**config.mk**
```make
export PLATFORM = sky130hd
export DESIGN_NAME = apb4_cmd_master
export DESIGN_NICKNAME = d
export VERILOG_FILES = /design/src/rtl/apb4_cmd_master_pkg.sv /design/src/rtl/apb4_cmd_master_wdog.sv /design/src/rtl/apb4_cmd_master.sv
export SDC_FILE = /design/constraint.sdc
export NUM_CORES = 1
export LEC_CHECK = 0
export CORE_MARGIN = 2
export CORE_UTILIZATION = 36
export CTS_CLUSTER_SIZE = 24
export DETAILED_ROUTE_END_ITERATION = 16
export HOLD_SLACK_MARGIN = 0.05
export PLACE_DENSITY = 0.77
export SLEW_MARGIN = 10
export SYNTH_ARGS = -nofsm -noshare
export SYNTH_HDL_FRONTEND = slang
export SYNTH_SLANG_ARGS = --single-unit
```
**constraint.sdc**
```tcl
create_clock -name clk_i -period 1.6 [get_ports clk_i]
set_input_delay 0.24 -clock clk_i [delete_from_list [all_inputs] [get_ports clk_i]]
set_output_delay 0.24 -clock clk_i [all_outputs]
set_load 0.02 [all_outputs]
```
**src/rtl/apb4_cmd_master_pkg.sv**
```systemverilog
// Shared types and constants for the APB4 command master.
package apb4_cmd_master_pkg;

    typedef enum logic [1:0] {
        IDLE   = 2'd0,
        SETUP  = 2'd1,
        ACCESS = 2'd2,
        RESP   = 2'd3
    } state_e;

    localparam int unsigned PPROT_W          = 3;
    localparam int unsigned PPROT_PRIV_BIT   = 0;
    localparam int unsigned PPROT_NONSEC_BIT = 1;
    localparam int unsigned PPROT_INSTR_BIT  = 2;

    function automatic int unsigned strb_width(input int unsigned data_width);
        return data_width / 8;
    endfunction

endpackage

```
**src/rtl/apb4_cmd_master_wdog.sv**
```systemverilog
// PREADY wait-state watchdog: counts ACCESS cycles without PREADY and flags the last allowed one.
module apb4_cmd_master_wdog #(
    parameter int unsigned TIMEOUT = 256
) (
    input  logic clk_i,
    input  logic rst_i,
    input  logic clr_i,
    input  logic en_i,
    output logic expire_o
);

    localparam int unsigned CW = (TIMEOUT > 0) ? $clog2(TIMEOUT + 1) : 1;

    generate
        if (TIMEOUT == 0) begin : g_off
            assign expire_o = 1'b0;
        end else begin : g_on
            localparam logic [CW-1:0] LIMIT = CW'(TIMEOUT - 1);

            logic [CW-1:0] cnt_q;
            logic [CW-1:0] cnt_d;

            always_comb begin
                cnt_d = cnt_q;
                if (clr_i) begin
                    cnt_d = '0;
                end else if (en_i) begin
                    cnt_d = cnt_q + 1'b1;
                end
            end

            always_ff @(posedge clk_i) begin
                if (rst_i) begin
                    cnt_q <= '0;
                end else begin
                    cnt_q <= cnt_d;
                end
            end

            // Compare the pre-increment value so the abort lands on the TIMEOUT-th wait cycle.
            assign expire_o = en_i && (cnt_q == LIMIT);
        end
    endgenerate

endmodule

```
**src/rtl/apb4_cmd_master.sv**
```systemverilog
// APB4 requester: one valid/ready command in, one APB4 transfer, one valid/ready response out.
// state  | meaning
// IDLE   | ready for a command, APB bus idle
// SETUP  | PSEL high, PENABLE low
// ACCESS | PSEL and PENABLE high, waiting on PREADY or timeout
// RESP   | response held until rsp_ready_i
module apb4_cmd_master
    import apb4_cmd_master_pkg::*;
#(
    parameter int unsigned ADDR_WIDTH = 32,
    parameter int unsigned DATA_WIDTH = 32,
    parameter int unsigned TIMEOUT    = 256,
    localparam int unsigned STRB_W    = strb_width(DATA_WIDTH)
) (
    input  logic                  clk_i,
    input  logic                  rst_i,
    input  logic                  cmd_valid_i,
    output logic                  cmd_ready_o,
    input  logic                  cmd_write_i,
    input  logic [ADDR_WIDTH-1:0] cmd_addr_i,
    input  logic [DATA_WIDTH-1:0] cmd_wdata_i,
    input  logic [STRB_W-1:0]     cmd_strb_i,
    input  logic [PPROT_W-1:0]    cmd_prot_i,
    output logic                  rsp_valid_o,
    input  logic                  rsp_ready_i,
    output logic [DATA_WIDTH-1:0] rsp_rdata_o,
    output logic                  rsp_err_o,
    output logic                  rsp_timeout_o,
    output logic [ADDR_WIDTH-1:0] paddr_o,
    output logic [PPROT_W-1:0]    pprot_o,
    output logic                  psel_o,
    output logic                  penable_o,
    output logic                  pwrite_o,
    output logic [DATA_WIDTH-1:0] pwdata_o,
    output logic [STRB_W-1:0]     pstrb_o,
    input  logic                  pready_i,
    input  logic [DATA_WIDTH-1:0] prdata_i,
    input  logic                  pslverr_i
);

    state_e                state_q, state_d;
    logic [ADDR_WIDTH-1:0] addr_q, addr_d;
    logic [DATA_WIDTH-1:0] wdata_q, wdata_d;
    logic [STRB_W-1:0]     strb_q, strb_d;
    logic [PPROT_W-1:0]    prot_q, prot_d;
    logic                  write_q, write_d;
    logic [DATA_WIDTH-1:0] rdata_q, rdata_d;
    logic                  err_q, err_d;
    logic                  tmo_q, tmo_d;

    logic wd_clr;
    logic wd_en;
    logic wd_expire;

    assign wd_en = (state_q == ACCESS) && !pready_i;

    apb4_cmd_master_wdog #(
        .TIMEOUT (TIMEOUT)
    ) u_wdog (
        .clk_i    (clk_i),
        .rst_i    (rst_i),
        .clr_i    (wd_clr),
        .en_i     (wd_en),
        .expire_o (wd_expire)
    );

    always_comb begin
        state_d = state_q;
        addr_d  = addr_q;
        wdata_d = wdata_q;
        strb_d  = strb_q;
        prot_d  = prot_q;
        write_d = write_q;
        rdata_d = rdata_q;
        err_d   = err_q;
        tmo_d   = tmo_q;
        wd_clr  = 1'b0;

        case (state_q)
            IDLE: begin
                if (cmd_valid_i) begin
                    addr_d  = cmd_addr_i;
                    wdata_d = cmd_wdata_i;
                    strb_d  = cmd_write_i ? cmd_strb_i : '0;
                    prot_d  = cmd_prot_i;
                    write_d = cmd_write_i;
                    wd_clr  = 1'b1;
                    state_d = SETUP;
                end
            end
            SETUP: begin
                state_d = ACCESS;
            end
            ACCESS: begin
                // PREADY takes priority over a timeout landing in the same cycle.
                if (pready_i) begin
                    rdata_d = write_q ? '0 : prdata_i;
                    err_d   = pslverr_i;
                    tmo_d   = 1'b0;
                    state_d = RESP;
                end else if (wd_expire) begin
                    rdata_d = '0;
                    err_d   = 1'b1;
                    tmo_d   = 1'b1;
                    state_d = RESP;
                end
            end
            RESP: begin
                if (rsp_ready_i) begin
                    state_d = IDLE;
                end
            end
            default: begin
                state_d = IDLE;
            end
        endcase
    end

    always_ff @(posedge clk_i) begin
        if (rst_i) begin
            state_q <= IDLE;
            addr_q  <= '0;
            wdata_q <= '0;
            strb_q  <= '0;
            prot_q  <= '0;
            write_q <= 1'b0;
            rdata_q <= '0;
            err_q   <= 1'b0;
            tmo_q   <= 1'b0;
        end else begin
            state_q <= state_d;
            addr_q  <= addr_d;
            wdata_q <= wdata_d;
            strb_q  <= strb_d;
            prot_q  <= prot_d;
            write_q <= write_d;
            rdata_q <= rdata_d;
            err_q   <= err_d;
            tmo_q   <= tmo_d;
        end
    end

    assign cmd_ready_o   = (state_q == IDLE);
    assign psel_o        = (state_q == SETUP) || (state_q == ACCESS);
    assign penable_o     = (state_q == ACCESS);
    assign rsp_valid_o   = (state_q == RESP);
    assign rsp_rdata_o   = rdata_q;
    assign rsp_err_o     = err_q;
    assign rsp_timeout_o = tmo_q;
    assign paddr_o       = addr_q;
    assign pprot_o       = prot_q;
    assign pwrite_o      = write_q;
    assign pwdata_o      = wdata_q;
    assign pstrb_o       = strb_q;

endmodule
```
==> results of run 1 <==
## cell usage in the layout (no fill, tap or decap), types with 2 or more instances in the layout
| cell | instances |
|---|---|
| nand2_1 | 167 |
| clkdlybuf4s50_1 | 108 |
| buf_4 | 15 |
| o21ai_0 | 3 |
| nor2_1 | 7 |
| clkbuf_8 | 3 |
| ha_4 | 2 |
| ha_1 | 2 |
| nand2_4 | 2 |
| or3_1 | 3 |
| nand2b_1 | 6 |
| dlymetal6s2s_1 | 38 |
| clkbuf_16 | 20 |
| nand4b_1 | 2 |
| nand4_1 | 2 |
| buf_2 | 2 |
| dfxtp_2 | 5 |
| o311ai_2 | 2 |
| clkinvlp_4 | 4 |
| ha_2 | 2 |
| dlygate4sd2_1 | 68 |
| buf_12 | 9 |
| a21oi_1 | 108 |
| clkinv_2 | 3 |
| clkbuf_1 | 4 |
| dfxtp_1 | 112 |
| inv_1 | 4 |
| nand2_2 | 7 |
| a21oi_2 | 3 |
| buf_6 | 3 |
| nand3_1 | 37 |
## registers in the layout (all words and copies together) (netlist names)
register           count
pwdata_o              32
pwrite_o               1
paddr_o               32
u_wdog.g_on.cnt_q      9
pstrb_o                4
pprot_o                3
rsp_rdata_o           32
rsp_timeout_o          1
state_q                2
rsp_err_o              1
## layout make-up
type / instances / area (sq um) / share of cell area [%]
clock buffer: 24 / 482 / 6.36
clock inverter: 8 / 75.1 / 0.991
inverter: 5 / 18.8 / 0.248
multi-input combinational: 373 / 1900 / 25.1
sequential: 117 / 2350 / 31.0
tap: 143 / 179 / 2.36
timing repair buffer: 247 / 2570 / 34.0
## kinds of logic after synthesis
logic type      after synthesis  synth area share, %
compound gates              124                 15.2
xor+xnor                      2                0.407
fa+ha+maj                     6                 1.74
buf+inv                      44                 4.68
flops                       117                 54.4
mux                           1                0.232
simple gates                240                 23.4
## metal layers
metal  track usage [%]  part of all wire [%]  vias to the layer above
li1                  -                     -                     2228
met1              21.9                    39                     2147
met2              36.1                    50                      212
met3              8.30                   9.1                       23
met4              7.15                   1.5                        0
met5                 0                     0                        -
## synthesized netlist by cell type (all sizes together), types with 3 or more instances
cell type,instances,area (sq um)
o21ai,4,20.0
or3,3,18.8
a21oi,111,559
nor2,7,26.3
buf,22,119
ha,6,75.1
nand3,38,190
nand2b,6,37.5
dfxtp,117,2340
clkbuf,17,63.8
inv,5,18.8
nand2,176,661
## worst min-delay path by stage
stage / cells after the start / to / slack [ns] / startpoint
after floorplan: 2 / paddr_o[0]$_SDFFE_PP0P_ / 0.38 / cmd_addr_i[0]
after global placement: 2 / rsp_rdata_o[19]$_SDFFE_PP0P_ / 0.44 / rsp_rdata_o[19]$_SDFFE_PP0P_
after detailed placement: 2 / rsp_rdata_o[17]$_SDFFE_PP0P_ / 0.44 / rsp_rdata_o[17]$_SDFFE_PP0P_
after CTS: 2 / pwrite_o$_SDFFE_PP0P_ / 0.05 / rst_i
after global routing: 2 / pwrite_o$_SDFFE_PP0P_ / 0.06 / rst_i
final: 2 / pwrite_o$_SDFFE_PP0P_ / 0.07 / rst_i
## what timing repair did
action,4_1_cts,5_1_grt
pin swaps,2,6
hold endpoints to repair,0,0
hold buffers,0,0
gates resized for setup,86,72
gates cloned,0,4
setup endpoints to repair,83,81
buffers inserted,1,4
## power breakdown
part | switching (mW) | internal (mW) | total, mW | leakage (nW)
clock network | 1.29 | 2.25 | 3.54 | 0.262
logic | 2.05 | 1.51 | 3.56 | 2.49
registers | 0.210 | 3.34 | 3.55 | 0.956
total | 3.55 | 7.10 | 10.6 | 3.71
## per-stage QoR
step | cell area (sq um) | instances
detailed placement | 6750 | 877
floorplan | 4310 | 534
global placement | 6750 | 877
CTS | 7240 | 910
global route | 7580 | 917
finish | 7580 | 917
==> key figures, run 1 <==
Synthesis
  • Synthesis warning total: 0
  • Post-Syn Nets: 650
  • Ys flop type: dfxtp_1
  • Post-Syn Area: 4310 sq um
  • Distinct cells, synth: 34
  • Post-synth EDFFs: 0
  • Post-Syn Instances: 534
  • Syn_area_per_cell: 8.06 sq um
  • Async set-reset flop share out of synthesis: 0%
  • Post-synthesis sequential area ratio: 54.4%
  • Flops & latches, synth: 117

GRT
  • Vias in the first global route: 4368
  • Tot GR Track Use: 20.4%
  • Largest net degree at the start of global routing: 60
  • First-pass GRT wire length: 20800 um
  • Grt total ovfl: 0
  • Initial antenna violation count: 0

Clocking
  • CTS H-tree lvls: 4
  • Clk buf depth: 2
  • Clock Sinks: 117
  • CTS tree: built
  • CTS Buf Count: 17
  • CTS Root Cell: clkbuf_16
  • Worst-path clk slew: 0.05 ns
  • Clock insertion delay at the later pin of the skew report: 0.41 ns

Timing
  • Measured slew at the worst slew-check pin: 0.495 ns
  • Hold_ws: 0.0710 ns
  • Setup violators final: 33
  • Final WS setup: -0.136 ns
  • Setup TNS: -2.31 ns
  • Max frequency: 576 MHz
  • Min Tclk post-route: 1.74 ns
  • Endpoints failing hold: 0
  • Final clock period utilization by the worst path: 108%
  • Max-slew headroom: 67.0%
  • RSZ-0062 raised after global routing: yes
  • Clock Skews: 0.00836 ns
  • Slew Limit Fails: 0

Setup path
  • R2R setup slack: -0.14 ns
  • Critical path launch point type: flip-flop
  • WP data required: 1.86 ns
  • Worst path max stage delay: 0.36 ns
  • CP endpoint kind: flip-flop
  • R2R Path End: rsp_rdata_o[27]$_SDFFE_PP0P_
  • Crit path from: u_wdog.g_on.cnt_q[5]$_SDFFE_PP0P_
  • CP Class: flip-flop to flip-flop
  • Reg2reg start: u_wdog.g_on.cnt_q[5]$_SDFFE_PP0P_
  • Worst path depth: 9
  • Critical path's top delay family: simple AND/OR/NAND/NOR gates
  • CP bufs+invs: 3
  • CP Cell Sequence: nand4_1 -> nor2_1 -> ha_2 -> buf_6 -> o21ai_4 -> buf_12 -> clkbuf_16 -> nand2_1 -> a21oi_1
  • Arr. time, crit path: 2.00 ns
  • Worst r2r path cells: 9
  • Worst setup endpoint: rsp_rdata_o[27]$_SDFFE_PP0P_
  • Slowest CP cell: dfxtp_2
  • Critical path peak fanout: 8

Detailed routing
  • Post-route ant nets: 0
  • Total number of vias: 4610
  • Routed Wire Length: 14500 um
  • DRC Markers: 0
  • WL per Instance: 15.8 um
  • Vias per cell: 5.03
  • Initial drt markers: 285
  • Drt first pass iters: 4

Floorplanning
  • Num rows: 39
  • Core area: 11600 sq um
  • Die Y: 113 um
  • Die width: 113 um
  • Die ar.: 12900 sq um
  • Initial Utilization: 37.2%
  • Ports: 220

Placed design
  • Port bufs: 219
  • GPL Wtd Cong: 0.784
  • Post-place setup slack: -0.153 ns
  • HPWL Detailed: 9360 um

Final layout
  • # fillers: 941
  • Layout cells sized above 1: 12.1%
  • Syn-to-layout area delta: 76.0%
  • Ant diodes: 0
  • Nets: 877
  • Util after Layout: 65.5%

Worst hold path
  • Hold WC Path Type: input pin to flip-flop

Job
  • Max-Cap Viols: 0

Power
  • P_leak: 3.71 nW
  • Worst vdd ir: 0.00101 V
  • PnR Total Power: 10.6 mW
  • Power Dens Cells: 1400 nW/um^2

Status
  • Outcome: finished with violations
  • Violated checks: setup timing
No activity file was read; power rests on OpenSTA's default activity.
==> inputs of run 2 (changes only) <==
PLACE_DENSITY = 0.76   (was 0.77)
RECOVER_POWER = 50   (was not set)
==> key figures, run 2 (synthesis results as in run 1) <==
Clocking
  • CTS Root Cell: clkbuf_16
  • Clk buf depth: 2 (unchanged)
  • Clock Sinks: 117 (unchanged)
  • Worst-path clk slew: 0.05 ns (about the same)
  • Clock insertion delay at the later pin of the skew report: 0.41 ns (about the same)
  • CTS H-tree lvls: 4 (unchanged)
  • CTS Buf Count: 17 (unchanged)
  • CTS tree: built

Timing
  • Min Tclk post-route: 1.64 ns (-0.0944 ns)
  • Setup TNS: -0.137 ns (+2.18 ns)
  • Final clock period utilization by the worst path: 103% (-5.9 points)
  • Endpoints failing hold: 0 (unchanged)
  • Setup violators final: 7 (-79%)
  • Measured slew at the worst slew-check pin: 0.555 ns (+0.0604 ns)
  • RSZ-0062 raised after global routing: yes
  • Max frequency: 609 MHz (+5.8%)
  • Final WS setup: -0.0414 ns (+0.0944 ns)
  • Clock Skews: 0.00563 ns (-0.00274 ns)
  • Slew Limit Fails: 0 (unchanged)
  • Max-slew headroom: 63.0% (-4.0 points)

Job
  • Max-Cap Viols: 0 (unchanged)

Detailed routing
  • Routed Wire Length: 14700 um (+0.92%)
  • Vias per cell: 5.08 (+1.0%)
  • Drt first pass iters: 6 (+2)
  • Initial drt markers: 313 (+9.8%)
  • Post-route ant nets: 0 (unchanged)
  • DRC Markers: 0 (unchanged)
  • Total number of vias: 4651 (+0.89%)
  • WL per Instance: 16.0 um (+1.0%)

Placed design
  • Post-place setup slack: -0.108 ns (+0.0457 ns)
  • HPWL Detailed: 9430 um (+0.75%)
  • GPL Wtd Cong: 0.785 (+0.14%)
  • Placed Area: 6740 sq um (-0.19%)
  • Placed instance count: 877 (unchanged)
  • Port bufs: 219 (unchanged)

Floorplanning
  • Num rows: 39 (unchanged)
  • Core area: 11600 sq um (unchanged)
  • Ports: 220 (unchanged)
  • Die width: 113 um (unchanged)
  • Die ar.: 12900 sq um (unchanged)
  • Die Y: 113 um (unchanged)
  • Initial Utilization: 37.2% (unchanged)

Setup path
  • Arr. time, crit path: 1.98 ns (-0.02 ns)
  • Reg2reg start: u_wdog.g_on.cnt_q[0]$_SDFFE_PP0P_
  • Worst r2r path cells: 8 (-1)
  • R2R setup slack: -0.04 ns (+0.09 ns)
  • CP endpoint kind: flip-flop
  • Critical path peak fanout: 8 (unchanged)
  • CP Class: flip-flop to flip-flop
  • Crit path from: u_wdog.g_on.cnt_q[0]$_SDFFE_PP0P_
  • Critical path launch point type: flip-flop
  • WP data required: 1.94 ns (+0.08 ns)
  • R2R Path End: rsp_rdata_o[11]$_SDFFE_PP0P_

GRT
  • Initial antenna violation count: 0 (unchanged)
  • Vias in the first global route: 4439 (+1.6%)
  • First-pass GRT wire length: 20800 um (about the same)
  • Tot GR Track Use: 20.4% (about the same)
  • Grt total ovfl: 0 (unchanged)
  • Largest net degree at the start of global routing: 53 (-12%)

Final layout
  • Ant diodes: 0 (unchanged)
  • Layout cells sized above 1: 16.6% (+4.4 points)
  • Nets: 877 (unchanged)
  • Final instance area: 7650 sq um (+0.96%)
  • Post-Layout Cell Count: 916 (-0.11%)
  • Syn-to-layout area delta: 77.7%
  • Most frequent cells in the layout: 172 x nand2_1, 113 x dfxtp_1, 108 x clkdlybuf4s50_1
  • Util after Layout: 66.2% (+0.63 points)
  • Leading cell type in the layout, fill and taps excluded: nand2_1

Worst hold path
  • Hold EP: pwdata_o[17]$_SDFFE_PP0P_
  • Hold Startpoint: cmd_wdata_i[17]
  • Hold WC Path Type: input pin to flip-flop
  • Hold Crit Depth: 3 (+1)

Status
  • Violated checks: setup timing
  • Outcome: finished with violations

Power
  • P_leak: 3.10 nW (-16%)
  • Worst vdd ir: 0.000801 V (-21%)
  • Power Dens Cells: 1460 nW/um^2 (+4.1%)
==> run 2: cell types whose count changed in the layout (fill, tap and decap cells not counted), moves of 3 or more <==
cell	change
nand2_2	-3
dlygate4sd2_1	+24
nand2_1	+5
bufinv_16	+3
a21oi_1	-22
clkbuf_1	+11
a21oi_2	+22
nand3_2	+7
dlymetal6s2s_1	-38
nand3_1	-20
nand3_4	+13
==> run 2: area by class of cell <==
type	count	area, sq um
multi-input combinational	373	2130
inverter	5	18.8
timing repair buffer	247	2330
clock inverter	8	145
tap	143	179
sequential	117	2350
clock buffer	23	498
fill	943	3910
==> run 2: power breakdown <==
group	total [mW]	internal [mW]	switching (mW)
combinational	3.53	1.43	2.11
sequential	3.55	3.34	0.212
clock	4.10	2.80	1.30
total	11.2	7.57	3.62
==> run 2: critical path: stages (launching register included) <==
cell	delay, ns
dfxtp_2	0.36
ha_4	0.14
nand3_2	0.07
nor2_2	0.14
ha_4	0.17
o21a_4	0.22
clkbuf_16	0.22
nand3_4	0.08
a21oi_2	0.16
==> run 2: metal layers <==
layer / share of wire (%) / global-route usage [%]
met1: 39 / 21.6
met5: 0 / 0
met3: 8.0 / 7.66
met2: 50 / 36.0
met4: 3.0 / 8.94
==> run 2: repair_timing <==
action / CTS / global route
hold buffers: 1 / 0
buffers inserted: 0 / 3
endpoints found under the setup margin: 107 / 63
pin swaps: 3 / 19
hold endpoints to repair: 2 / 0
gates resized for setup: 110 / 90
gates cloned: 0 / 4
==> run 2: worst max-delay path by stage <==
stage               slack, ns                           endpoint  cells past startpoint
finish                  -0.04       rsp_rdata_o[11]$_SDFFE_PP0P_                      8
global route             -0.1       rsp_rdata_o[25]$_SDFFE_PP0P_                      8
CTS                     -0.01        rsp_rdata_o[4]$_SDFFE_PP0P_                      8
detailed placement      -0.11  u_wdog.g_on.cnt_q[7]$_SDFFE_PP0P_                      5
global placement        -0.08  u_wdog.g_on.cnt_q[5]$_SDFFE_PP0P_                      5
floorplan                0.02            state_q[1]$_SDFFE_PP0P_                      7
==> run 2: through the flow <==
stage,total power [mW],hold WS [ns]
2_1_floorplan,5.43,0.376
3_3_place_gp,7.04,0.438
3_5_place_dp,7.13,0.444
4_1_cts,11.0,0.348
5_1_grt,11.7,0.371
6_report,11.2,0.371
==> inputs of run 3 (changes only) <==
CORE_ASPECT_RATIO = 0.5   (was not set)
CORE_MARGIN = not set   (was 2)
SLEW_MARGIN = 20   (was 10)
==> key figures, run 3 (synthesis results as in run 1) <==
Final layout
  • # fillers: 1001 (+6.2%)
  • Layout cells sized above 1: 10.9% (-5.7 points)
  • Post-Layout Cell Count: 931 (+1.6%)
  • Most frequent cells in the layout: 175 x nand2_1, 129 x clkdlybuf4s50_1, 113 x dfxtp_1
  • Syn-to-layout area delta: 65.5%
  • Nets: 878 (+0.11%)
  • Leading cell type in the layout, fill and taps excluded: nand2_1
  • Ant diodes: 0 (unchanged)

Timing
  • Endpoints failing hold: 0 (unchanged)
  • Setup violators final: 1 (-6)
  • RSZ-0062 raised after global routing: yes
  • Slew Limit Fails: 0 (unchanged)
  • Min Tclk post-route: 1.63 ns (-0.0146 ns)
  • Final WS setup: -0.0268 ns (+0.0146 ns)
  • Final clock period utilization by the worst path: 102% (-0.91 points)
  • Max frequency: 615 MHz (+0.90%)
  • Max-slew headroom: 76.1% (+13 points)
  • Hold_ws: 0.237 ns (-0.134 ns)
  • Clock Skews: 0.00766 ns (+0.00204 ns)
  • Measured slew at the worst slew-check pin: 0.353 ns (-0.202 ns)

GRT
  • GR Util met3: 5.68% (-2.0 points)
  • First-pass GRT wire length: 20400 um (-2.0%)
  • GR Util met1: 23.8% (+2.2 points)
  • Initial antenna violation count: 0 (unchanged)
  • Top Usage Layer GRT: met2
  • GRT met2 Usage: 37.6% (+1.6 points)
  • Tot GR Track Use: 21.0% (+0.62 points)
  • Vias in the first global route: 4222 (-4.9%)
  • Grt total ovfl: 0 (unchanged)
  • Largest net degree at the start of global routing: 65 (+23%)

Placed design
  • GPL Wtd Cong: 0.769 (-2.1%)
  • HPWL Detailed: 9060 um (-3.9%)
  • Port bufs: 219 (unchanged)
  • Placed instance count: 897 (+2.3%)

Clocking
  • CTS Root Cell: clkbuf_16
  • CTS H-tree lvls: 4 (unchanged)
  • Hold_buf cts: 0 (-1)
  • Worst-path clk slew: 0.05 ns (about the same)
  • Clock insertion delay at the later pin of the skew report: 0.40 ns (about the same)
  • CTS Buf Count: 17 (unchanged)
  • CTS tree: built
  • Clock Sinks: 117 (unchanged)
  • Clk buf depth: 2 (unchanged)

Detailed routing
  • DRC Markers: 0 (unchanged)
  • Vias per cell: 4.86 (-4.3%)
  • WL per Instance: 15.0 um (-6.0%)
  • Total number of vias: 4522 (-2.8%)
  • Post-route ant nets: 0 (unchanged)
  • Drt first pass iters: 5 (-1)
  • Initial drt markers: 242 (-23%)
  • Routed Wire Length: 14000 um (-4.5%)

Worst hold path
  • Hold WC Path Type: input pin to flip-flop

Floorplanning
  • Ports: 220 (unchanged)
  • Die ar.: 12400 sq um (-3.3%)
  • Die Y: 79.3 um (-30%)
  • Initial Utilization: 38.0% (+0.81 points)
  • Core area: 11300 sq um (-2.1%)
  • Die width: 157 um (+38%)
  • Num rows: 27 (-31%)

Power
  • Worst vdd ir: 0.00103 V (+29%)
  • Power Dens Cells: 1490 nW/um^2 (+1.8%)
  • P_leak: 2.69 nW (-13%)

Status
  • Outcome: finished with violations
  • Violated checks: setup timing

Setup path
  • Critical path peak fanout: 4 (-4)
  • CP Class: flip-flop to flip-flop
  • Arr. time, crit path: 1.95 ns (-0.03 ns)
  • CP endpoint kind: flip-flop
  • WP data required: 1.92 ns (-0.02 ns)
  • Critical path launch point type: flip-flop

Job
  • Max-Cap Viols: 0 (unchanged)
run 3: path summary, 6_finish.rpt:
kind / from / endpoint / slack, ns / depth (start not counted)
worst min-delay path: rst_i / state_q[1]$_SDFFE_PP0P_ / 0.24 / 2
worst max register to register: u_wdog.g_on.cnt_q[1]$_SDFFE_PP0P_ / state_q[1]$_SDFFE_PP0P_ / -0.03 / 7
worst max-delay path: u_wdog.g_on.cnt_q[1]$_SDFFE_PP0P_ / state_q[1]$_SDFFE_PP0P_ / -0.03 / 7
worst min register to register: rsp_rdata_o[22]$_SDFFE_PP0P_ / rsp_rdata_o[22]$_SDFFE_PP0P_ / 0.44 / 2
run 3: critical path: stages, from the launching register on:
cell	delay, ns
dfxtp_2	0.33
ha_4	0.16
nand3_2	0.07
nor2_2	0.04
ha_2	0.20
or3b_4	0.41
a31o_1	0.23
a21oi_2	0.11
run 3: final cells by class:
class	count	area, sq um	share of cell area (%)
clock buffer	24	492	6.90
clock inverter	5	50.0	0.702
inverter	5	18.8	0.263
multi-input combinational	373	1860	26.1
sequential	117	2350	32.9
tap	159	199	2.79
timing repair buffer	248	2160	30.3
run 3: report_power, final:
group | switching, mW | total [mW] | internal [mW] | leakage (nW)
registers | 0.217 | 3.56 | 3.35 | 0.955
clock network | 1.24 | 3.50 | 2.26 | 0.272
logic | 2.10 | 3.54 | 1.44 | 1.47
run 3: per-stage QoR:
step / TNS, ns / worst slack (ns) / instance area, sq um / util (%) / total power [mW]
2_1_floorplan: 0 / 0.0241 / 4310 / - / 5.43
3_3_place_gp: -1.33 / -0.0651 / 6800 / 60.1 / 7.14
3_5_place_dp: -2.18 / -0.132 / 6800 / 60.1 / 7.21
4_1_cts: -0.0597 / -0.0467 / 7360 / 65.0 / 10.7
5_1_grt: -0.787 / -0.0835 / 7120 / 63.0 / 11.1
6_report: -0.0268 / -0.0268 / 7120 / 63.0 / 10.6
run 3: routing by layer:
metal  share of wire (%)  wire length, um
met1                  42             5890
met2                  51             7130
met3                 4.5              633
met4                 2.5              348
met5                   0                0
run 3: timing repair:
action,in CTS,in global routing
cloned,0,3
endpoints found under the setup margin,43,122
pin swaps,8,2
gates resized for setup,48,73
setup buffers,1,1
hold endpoints to repair,0,0
